**src/rtl/tm_pkg.sv**
```systemverilog
`default_nettype none
// ============================================================================
//  Module      : tm_pkg
//  Description : Shared defaults, index widths and helpers for the TM index
//                sequencer and its clause-output packer.
//  Revision    : 1.0 - initial release
// ============================================================================
package tm_pkg;

    // Default array geometry
    localparam int DEF_CLAUSES       = 2000;
    localparam int DEF_LA_CHUNKS     = 49;
    localparam int DEF_CLAUSE_CHUNKS = 63;

    // Index / address widths
    localparam int CLAUSE_ID_W   = 17;
    localparam int LA_CHUNK_W    = 17;
    localparam int CCHUNK_W      = 6;
    localparam int LA_ADDR_W     = 17;
    localparam int CBUF_WORD_W   = 32;
    localparam int CBUF_ADDR_W   = 6;
    localparam int PACK_IDX_W    = 5;

    // Integer ceiling division used for geometry consistency checks
    function automatic int ceil_div(input int num, input int den);
        return (num + den - 1) / den;
    endfunction

endpackage
`default_nettype wire

```
**src/rtl/tm_index_sequencer_if.sv**
```systemverilog
`default_nettype none
// ============================================================================
//  Module      : tm_index_sequencer_if
//  Description : Controller <-> index sequencer bundle: active-low phase
//                strobes in, indices / address / clause-buffer write out.
//  Revision    : 1.0 - initial release
// ============================================================================
interface tm_index_sequencer_if;
    import tm_pkg::*;

    logic                    reset_all;
    logic                    compare_states_ctrl;
    logic                    clause_out_ctrl;
    logic                    class_sum_ctrl;
    logic                    clause_out_bit;
    logic [CLAUSE_ID_W-1:0]  clause_id;
    logic [LA_CHUNK_W-1:0]   la_chunk_id;
    logic [CCHUNK_W-1:0]     clause_chunk_id;
    logic [LA_ADDR_W-1:0]    la_addr;
    logic                    cbuf_wr_en;
    logic [CBUF_ADDR_W-1:0]  cbuf_wr_addr;
    logic [CBUF_WORD_W-1:0]  cbuf_wr_data;
    logic                    scan_done;
    logic                    seq_err;

    // Controller side
    modport master (
        output reset_all, compare_states_ctrl, clause_out_ctrl,
               class_sum_ctrl, clause_out_bit,
        input  clause_id, la_chunk_id, clause_chunk_id, la_addr,
               cbuf_wr_en, cbuf_wr_addr, cbuf_wr_data, scan_done, seq_err
    );

    // Sequencer side
    modport slave (
        input  reset_all, compare_states_ctrl, clause_out_ctrl,
               class_sum_ctrl, clause_out_bit,
        output clause_id, la_chunk_id, clause_chunk_id, la_addr,
               cbuf_wr_en, cbuf_wr_addr, cbuf_wr_data, scan_done, seq_err
    );

endinterface
`default_nettype wire

```
**src/rtl/tm_clause_packer.sv**
```systemverilog
`default_nettype none
// ============================================================================
//  Module      : tm_clause_packer
//  Description : Collects one output bit per committed clause into a 32-bit
//                pack register and emits the completed word to the clause
//                buffer one cycle after the committing edge.
//  Revision    : 1.0 - initial release
// ============================================================================
module tm_clause_packer
    import tm_pkg::*;
(
    input  logic                    clk,
    input  logic                    rst,
    input  logic                    i_commit,
    input  logic                    i_bit,
    input  logic [PACK_IDX_W-1:0]   i_bit_idx,
    input  logic                    i_emit,
    input  logic [CBUF_ADDR_W-1:0]  i_word_addr,
    output logic                    o_wr_en,
    output logic [CBUF_ADDR_W-1:0]  o_wr_addr,
    output logic [CBUF_WORD_W-1:0]  o_wr_data
);

    logic [CBUF_WORD_W-1:0] pack_q, pack_d;
    logic [CBUF_WORD_W-1:0] w_pack_ins;
    logic                   wr_en_q, wr_en_d;
    logic [CBUF_ADDR_W-1:0] wr_addr_q, wr_addr_d;
    logic [CBUF_WORD_W-1:0] wr_data_q, wr_data_d;

    // Insert the bit; on a word-closing commit hand the full word to the
    // write port and start the next word empty so stale bits never leak.
    always_comb begin
        w_pack_ins            = pack_q;
        w_pack_ins[i_bit_idx] = i_bit;
        pack_d                = pack_q;
        wr_en_d               = 1'b0;
        wr_addr_d             = wr_addr_q;
        wr_data_d             = wr_data_q;
        if (i_commit) begin
            if (i_emit) begin
                pack_d    = '0;
                wr_en_d   = 1'b1;
                wr_addr_d = i_word_addr;
                wr_data_d = w_pack_ins;
            end else begin
                pack_d    = w_pack_ins;
            end
        end
    end

    // Pack and write-port registers
    always_ff @(posedge clk) begin
        if (rst) begin
            pack_q    <= '0;
            wr_en_q   <= 1'b0;
            wr_addr_q <= '0;
            wr_data_q <= '0;
        end else begin
            pack_q    <= pack_d;
            wr_en_q   <= wr_en_d;
            wr_addr_q <= wr_addr_d;
            wr_data_q <= wr_data_d;
        end
    end

    assign o_wr_en   = wr_en_q;
    assign o_wr_addr = wr_addr_q;
    assign o_wr_data = wr_data_q;

endmodule
`default_nettype wire

```
**src/rtl/tm_index_sequencer.sv**
```systemverilog
`default_nettype none
// ============================================================================
//  Module      : tm_index_sequencer
//  Description : Iteration index / TA-address generator for the TM
//                controller. Advances on active-low phase strobes, keeps a
//                linear TA address by increment only, and packs clause
//                outputs into clause-buffer words.
//                Optional macro TM_SEQ_CHECK_EN enables the sticky seq_err
//                protocol checker; without it seq_err is tied low.
//  Revision    : 1.0 - initial release
// ============================================================================
module tm_index_sequencer
    import tm_pkg::*;
#(
    parameter int CLAUSES       = DEF_CLAUSES,
    parameter int LA_CHUNKS     = DEF_LA_CHUNKS,
    parameter int CLAUSE_CHUNKS = DEF_CLAUSE_CHUNKS
)(
    input  logic                 clk,
    input  logic                 rst_flag,
    tm_index_sequencer_if.slave  bus
);

    localparam logic [CLAUSE_ID_W-1:0] CLAUSE_LAST = CLAUSE_ID_W'(CLAUSES - 1);
    localparam logic [LA_CHUNK_W-1:0]  LA_LAST     = LA_CHUNK_W'(LA_CHUNKS - 1);
    localparam logic [CCHUNK_W-1:0]    CC_LAST     = CCHUNK_W'(CLAUSE_CHUNKS - 1);

    logic [CLAUSE_ID_W-1:0] clause_id_q, clause_id_d;
    logic [LA_CHUNK_W-1:0]  la_chunk_id_q, la_chunk_id_d;
    logic [CCHUNK_W-1:0]    clause_chunk_id_q, clause_chunk_id_d;
    logic [LA_ADDR_W-1:0]   la_addr_q, la_addr_d;
    logic                   scan_done_q, scan_done_d;

    logic w_rst;
    logic w_commit;
    logic w_la_adv;
    logic w_cs_adv;
    logic w_emit;

    assign w_rst    = rst_flag | bus.reset_all;
    // A commit after the final clause is dropped entirely
    assign w_commit = ~bus.clause_out_ctrl & ~scan_done_q;
    // Clause commit takes priority over LA advance in the same cycle
    assign w_la_adv = ~bus.compare_states_ctrl & bus.clause_out_ctrl;
    assign w_cs_adv = ~bus.class_sum_ctrl;
    // A word closes on its 32nd clause or on the final (possibly partial) one
    assign w_emit   = w_commit &
                      ((clause_id_q[4:0] == 5'd31) || (clause_id_q == CLAUSE_LAST));

    // Next-state for the counters and the linear TA address (saturating)
    always_comb begin
        clause_id_d       = clause_id_q;
        la_chunk_id_d     = la_chunk_id_q;
        clause_chunk_id_d = clause_chunk_id_q;
        la_addr_d         = la_addr_q;
        scan_done_d       = scan_done_q;
        if (w_commit) begin
            if (clause_id_q < CLAUSE_LAST) begin
                // Previous LA chunk was the last one, so +1 stays contiguous
                clause_id_d   = clause_id_q + 1'b1;
                la_chunk_id_d = '0;
                la_addr_d     = la_addr_q + 1'b1;
            end else begin
                scan_done_d   = 1'b1;
            end
        end else if (w_la_adv && (la_chunk_id_q < LA_LAST)) begin
            la_chunk_id_d = la_chunk_id_q + 1'b1;
            la_addr_d     = la_addr_q + 1'b1;
        end
        if (w_cs_adv && (clause_chunk_id_q < CC_LAST)) begin
            clause_chunk_id_d = clause_chunk_id_q + 1'b1;
        end
    end

    // Counter / address registers, cleared by either reset source
    always_ff @(posedge clk) begin
        if (w_rst) begin
            clause_id_q       <= '0;
            la_chunk_id_q     <= '0;
            clause_chunk_id_q <= '0;
            la_addr_q         <= '0;
            scan_done_q       <= 1'b0;
        end else begin
            clause_id_q       <= clause_id_d;
            la_chunk_id_q     <= la_chunk_id_d;
            clause_chunk_id_q <= clause_chunk_id_d;
            la_addr_q         <= la_addr_d;
            scan_done_q       <= scan_done_d;
        end
    end

    tm_clause_packer u_packer (
        .clk         (clk),
        .rst         (w_rst),
        .i_commit    (w_commit),
        .i_bit       (bus.clause_out_bit),
        .i_bit_idx   (clause_id_q[4:0]),
        .i_emit      (w_emit),
        .i_word_addr (clause_id_q[10:5]),
        .o_wr_en     (bus.cbuf_wr_en),
        .o_wr_addr   (bus.cbuf_wr_addr),
        .o_wr_data   (bus.cbuf_wr_data)
    );

`ifdef TM_SEQ_CHECK_EN
    localparam logic CFG_BAD = (CLAUSE_CHUNKS != ceil_div(CLAUSES, CBUF_WORD_W));

    logic seq_err_q, seq_err_d;

    // Sticky protocol-error accumulation
    always_comb begin
        seq_err_d = seq_err_q
                  | CFG_BAD
                  | (w_la_adv && (la_chunk_id_q == LA_LAST))
                  | (~bus.clause_out_ctrl & scan_done_q)
                  | (w_cs_adv && (clause_chunk_id_q == CC_LAST));
    end

    // Error flag register
    always_ff @(posedge clk) begin
        if (w_rst) begin
            seq_err_q <= 1'b0;
        end else begin
            seq_err_q <= seq_err_d;
        end
    end

    assign bus.seq_err = seq_err_q;
`else
    assign bus.seq_err = 1'b0;
`endif

    assign bus.clause_id       = clause_id_q;
    assign bus.la_chunk_id     = la_chunk_id_q;
    assign bus.clause_chunk_id = clause_chunk_id_q;
    assign bus.la_addr         = la_addr_q;
    assign bus.scan_done       = scan_done_q;

endmodule
`default_nettype wire

```
**src/flat_wrapper.sv**
```systemverilog
// flat-port wrapper written by rule: the top's interface ports become plain ports
module tm_index_sequencer_flat import tm_pkg::*;
#(
    parameter int CLAUSES       = DEF_CLAUSES,
    parameter int LA_CHUNKS     = DEF_LA_CHUNKS,
    parameter int CLAUSE_CHUNKS = DEF_CLAUSE_CHUNKS
)
  (clk, rst_flag, bus_reset_all, bus_compare_states_ctrl, bus_clause_out_ctrl, bus_class_sum_ctrl, bus_clause_out_bit, bus_clause_id, bus_la_chunk_id, bus_clause_chunk_id, bus_la_addr, bus_cbuf_wr_en, bus_cbuf_wr_addr, bus_cbuf_wr_data, bus_scan_done, bus_seq_err);
  tm_index_sequencer_if bus_i ();
  input  logic clk;
  input  logic rst_flag;
  input wire logic [$bits(bus_i.reset_all)-1:0] bus_reset_all;
  input wire logic [$bits(bus_i.compare_states_ctrl)-1:0] bus_compare_states_ctrl;
  input wire logic [$bits(bus_i.clause_out_ctrl)-1:0] bus_clause_out_ctrl;
  input wire logic [$bits(bus_i.class_sum_ctrl)-1:0] bus_class_sum_ctrl;
  input wire logic [$bits(bus_i.clause_out_bit)-1:0] bus_clause_out_bit;
  output wire logic [$bits(bus_i.clause_id)-1:0] bus_clause_id;
  output wire logic [$bits(bus_i.la_chunk_id)-1:0] bus_la_chunk_id;
  output wire logic [$bits(bus_i.clause_chunk_id)-1:0] bus_clause_chunk_id;
  output wire logic [$bits(bus_i.la_addr)-1:0] bus_la_addr;
  output wire logic [$bits(bus_i.cbuf_wr_en)-1:0] bus_cbuf_wr_en;
  output wire logic [$bits(bus_i.cbuf_wr_addr)-1:0] bus_cbuf_wr_addr;
  output wire logic [$bits(bus_i.cbuf_wr_data)-1:0] bus_cbuf_wr_data;
  output wire logic [$bits(bus_i.scan_done)-1:0] bus_scan_done;
  output wire logic [$bits(bus_i.seq_err)-1:0] bus_seq_err;
  assign bus_i.reset_all = bus_reset_all;
  assign bus_i.compare_states_ctrl = bus_compare_states_ctrl;
  assign bus_i.clause_out_ctrl = bus_clause_out_ctrl;
  assign bus_i.class_sum_ctrl = bus_class_sum_ctrl;
  assign bus_i.clause_out_bit = bus_clause_out_bit;
  assign bus_clause_id = bus_i.clause_id;
  assign bus_la_chunk_id = bus_i.la_chunk_id;
  assign bus_clause_chunk_id = bus_i.clause_chunk_id;
  assign bus_la_addr = bus_i.la_addr;
  assign bus_cbuf_wr_en = bus_i.cbuf_wr_en;
  assign bus_cbuf_wr_addr = bus_i.cbuf_wr_addr;
  assign bus_cbuf_wr_data = bus_i.cbuf_wr_data;
  assign bus_scan_done = bus_i.scan_done;
  assign bus_seq_err = bus_i.seq_err;
  tm_index_sequencer #(.CLAUSES(CLAUSES), .LA_CHUNKS(LA_CHUNKS), .CLAUSE_CHUNKS(CLAUSE_CHUNKS)) u_core (.clk(clk), .rst_flag(rst_flag), .bus(bus_i));
endmodule
```
**config.mk**
```make
export PLATFORM = sky130hd
export DESIGN_NAME = tm_index_sequencer_flat
export DESIGN_NICKNAME = d
export VERILOG_FILES = /design/src/rtl/tm_pkg.sv /design/src/rtl/tm_index_sequencer_if.sv /design/src/rtl/tm_clause_packer.sv /design/src/rtl/tm_index_sequencer.sv /design/src/flat_wrapper.sv
export SDC_FILE = /design/constraint.sdc
export NUM_CORES = 1
export LEC_CHECK = 0
export ABC_CLOCK_PERIOD_IN_PS = 2800
export CORE_MARGIN = 5
export CORE_UTILIZATION = 30
export DETAILED_ROUTE_END_ITERATION = 10
export HOLD_SLACK_MARGIN = 0.08
export MAX_ROUTING_LAYER = met4
export PLACE_DENSITY_LB_ADDON = 0.08
export SLEW_MARGIN = 20
export SYNTH_ARGS = -nofsm -noshare
export SYNTH_HDL_FRONTEND = slang
export SYNTH_SLANG_ARGS = --single-unit
```
**constraint.sdc**
```tcl
create_clock -name clk -period 2.8 [get_ports clk]
set_input_delay 0.42 -clock clk [delete_from_list [all_inputs] [get_ports clk]]
set_output_delay 0.42 -clock clk [all_outputs]
set_load 0.005 [all_outputs]
```
==> impl_metrics.yaml <==
die:
  start_util_pct: 30.5
  die_area_um2: 21000
  die_h_um: 145
  placementRows: 49
  num_io_pins: 105
  core-area_um2: 17900
  die_x_um: 145
sta:
  slew_headroom_pct: 42.2
  worst_pin_slew_ns: 0.868
  period_minus_slack_ns: 2.48
  period_share_pct: 88.5
  hold_viol: 0
  fmaxAchievable_mhz: 403
  finalSetupTns_ns: 0
  rsz0062_at_grt: "no"
  report.final.slew_viol_count: 0
  setup_violations: 0
  finClkSkew_ns: 0.00954
job:
  max_cap_violations: 0
cts:
  holdBufCountCts: 0
  cts_made_buffers: 17
  cts_tree: "yes"
  h-tree-depth: 4
  cts.clk_slew.worst_paths_ns: 0.06
  clockRootBuffer: "clkbuf_16"
  clkSinkCount: 129
  insertion_delay_ns: 0.41
  clockBufferDepth: 2
  postCtsSetupBuffers: 0
  postCtsResizedCells: 0
synthesis:
  syn_nets: 629
  synth.top_cell.area_share_pct: 47.4
  synthCells: 614
  synth_area_leaders: "dfxtp_1 (47%), a211oi_1 (8.5%), mux2i_1 (6.4%), a21oi_1 (5.2%), nor2_1 (4.5%)"
  ys_seq_area_share_pct: 47.4
  synth_enable_flop_cells: 0
  syn_area_um2: 5450
  avgSynthCellArea_um2: 8.88
  netlist-cell-type-count: 45
  ys.flop_type: "dfxtp_1"
  synth_seq_cells: 129
  yosysWarnings: 0
  yosysTopAreaCell: "dfxtp_1"
  async_reset_ff_share_pct: 0
pwr:
  switching_share_pct: 21.8
  power_frac_clock_pct: 52.6
  vdd_drop_max_v: 0.000393
  combPwrFrac_pct: 4.2
  netSwitchingPower_mw: 0.943
  seqPwrFrac_pct: 43.2
  p_int_mw: 3.38
  powerDensity_nw_per_um2: 587
  total_power_mw: 4.32
  leakage_nw: 2.69
setup_path:
  critical_path_required_ns: 3.14
  worst_setup_path_start_kind: "flop"
  cp_slowest_cell: "or4_1"
  ff2ff_path_depth: 5
  r2r_end: "u_core.bus.la_addr[14]"
  end_kind: "flop"
  crit_arrival_ns: 2.82
  critPathKind: "flop to flop"
  critPathBufInv: 0
  cp_top_family: "simple AND/OR/NAND/NOR gates"
  cp_max_fo: 30
  crit_chain: "nor4_2 > nand3_1 > o21a_1 > or4_1 > a21oi_1"
  critical-path-max-stage-delay_ns: 0.63
  timing.rr.start: "u_core.bus.clause_id[16]"
  reg2reg_slack_ns: 0.32
finish:
  n_antenna_cell: 0
  fillers: 1771
  nets: 716
  final_layout_size_suffix_gt1_share_pct: 8.12
  syn_to_final_growth_pct: 35.0
  fin_util_pct: 41.1
route:
  antenna_left: 0
  route.detailed.drc: 0
  vias_per_cell: 5.06
  vias: 4771
  drt-pass1-iter-count: 5
  drtIter0Drc: 235
  routed_wl_um: 15400
  wl_per_cell_um: 16.3
global_route:
  grt_usage_pct: 15.5
  grt.overflow.total: 0
  grt_start_max_net_pins: 100
  grt_pass1_wl_um: 24900
  antenna_found_initial: 0
  grt_pass1_vias: 4609
run_status:
  outcome: "finished clean"
min_path:
  hold_path_class: "flop to flop"
  min_path_cells: 2
  hold_start: "u_core.u_packer.o_wr_addr[4]"
  min_to: "u_core.u_packer.o_wr_addr[4]"
placed_design:
  io_buffers: 103
  gp_congestion: 0.759
  dp_hpwl_um: 10200
layout make-up:
type                            instances  area (µm²)  area share [%]
Tap cell                              229         287            3.89
Inverter                                4        15.0           0.204
Clock inverter                         10         133            1.80
Multi-Input combinational cell        428        2640            35.9
Sequential cell                       129        2580            35.1
Timing Repair Buffer                  121        1230            16.7
Clock buffer                           22         474            6.44
logic make-up after synthesis:
logic type,share of synthesized area [%]
muxes,6.43
and+or+nand+nor,19.2
buffers and inverters,4.41
DFF,47.4
xor gates and xnor gates,2.09
AOI/OAI and AO/OA,18.6
adders and majority gates,1.84
other,0.0688
per-stage QoR:
step,setup slack (ns),instances,hold WS (ns),cell area (µm²)
5_1_grt,0.0657,943,0.506,7360
2_1_floorplan,0.687,614,0.454,5450
4_1_cts,0.325,943,0.482,7360
3_3_place_gp,0.186,911,0.466,6760
6_report,0.321,943,0.481,7360
3_5_place_dp,0.0895,911,0.474,6760
worst max path at each step:
stage	to	cells after the start	start	slack [ns]
4_1_cts	u_core.bus.la_addr[14]	5	u_core.bus.clause_id[16]	0.32
3_3_place_gp	u_core.bus.la_addr[12]	6	bus_clause_out_ctrl	0.19
5_1_grt	u_core.bus.la_chunk_id[2]	6	u_core.bus.clause_id[8]	0.07
2_1_floorplan	u_core.u_packer.pack_q[2]	9	u_core.bus.clause_id[0]	0.69
3_5_place_dp	u_core.bus.la_addr[11]	6	bus_clause_out_ctrl	0.09
6_report	u_core.bus.la_addr[14]	5	u_core.bus.clause_id[16]	0.32
worst min-delay path, cell delays in order (launching register included):
cell	delay, ns
dfxtp_1	0.30
o21ai_0	0.07
a21oi_1	0.06
synth_stat cells (7+ instances only):
cell and n:
dfxtp_1 129, nor2_1 65, a211oi_1 62, a21oi_1 57, nand2_1 43, clkbuf_1 37
mux2i_1 35, nand3_1 30, o21ai_0 18, and3_1 17, buf_2 11, xnor2_1 11
and2_1 8, ha_1 8, nand4_1 7, or3_1 7
routing by layer:
| metal | up-vias | global-route usage (%) | part of all wire [%] |
|---|---|---|---|
| met2 | 100 | 23.5 | 46 |
| met4 | 0 | 3.39 | 0.77 |
| li1 | 2401 | - | - |
| met5 | - | - | 0 |
| met1 | 2256 | 20.5 | 48 |
| met3 | 14 | 4.86 | 5.7 |
state kept, by name, indices dropped and copies added (netlist names):
| signal | flops |
|---|---|
| u_core.bus.clause_chunk_id | 6 |
| u_core.bus.clause_id | 17 |
| u_core.bus.la_addr | 17 |
| u_core.bus.la_chunk_id | 17 |
| u_core.bus.scan_done | 1 |
| u_core.u_packer.o_wr_addr | 6 |
| u_core.u_packer.o_wr_data | 32 |
| u_core.u_packer.o_wr_en | 1 |
| u_core.u_packer.pack_q | 32 |
power groups by stage:
stage | Sequential (mW) | Clock, mW | Combinational [mW]
2_1_floorplan | 1.90 | 0 | 0.121
3_3_place_gp | 1.91 | 0 | 0.181
3_5_place_dp | 1.91 | 0 | 0.184
4_1_cts | 1.87 | 2.34 | 0.185
5_1_grt | 1.87 | 2.41 | 0.203
6_report | 1.87 | 2.27 | 0.182
cells in the final DEF, fill, tap and decap left out, types with 6 or more instances in the layout:
cell type	synthesis	final
a31oi_1	6	6
nand3_1	30	30
dfxtp_1	129	129
o21ai_0	18	18
mux2i_1	35	35
ha_1	8	8
clkdlybuf4s50_1	0	103
clkbuf_16	0	17
or3_1	7	7
buf_4	1	13
xnor2_1	11	11
nor3_1	6	6
or4_1	6	6
and2_1	8	8
o31ai_1	6	6
and3_1	17	17
a211oi_1	62	62
nand2_1	43	43
nand4_1	7	7
nor2_1	65	63
nor4_1	6	6
a21oi_1	57	57
Power figures use the tool's default switching activity.
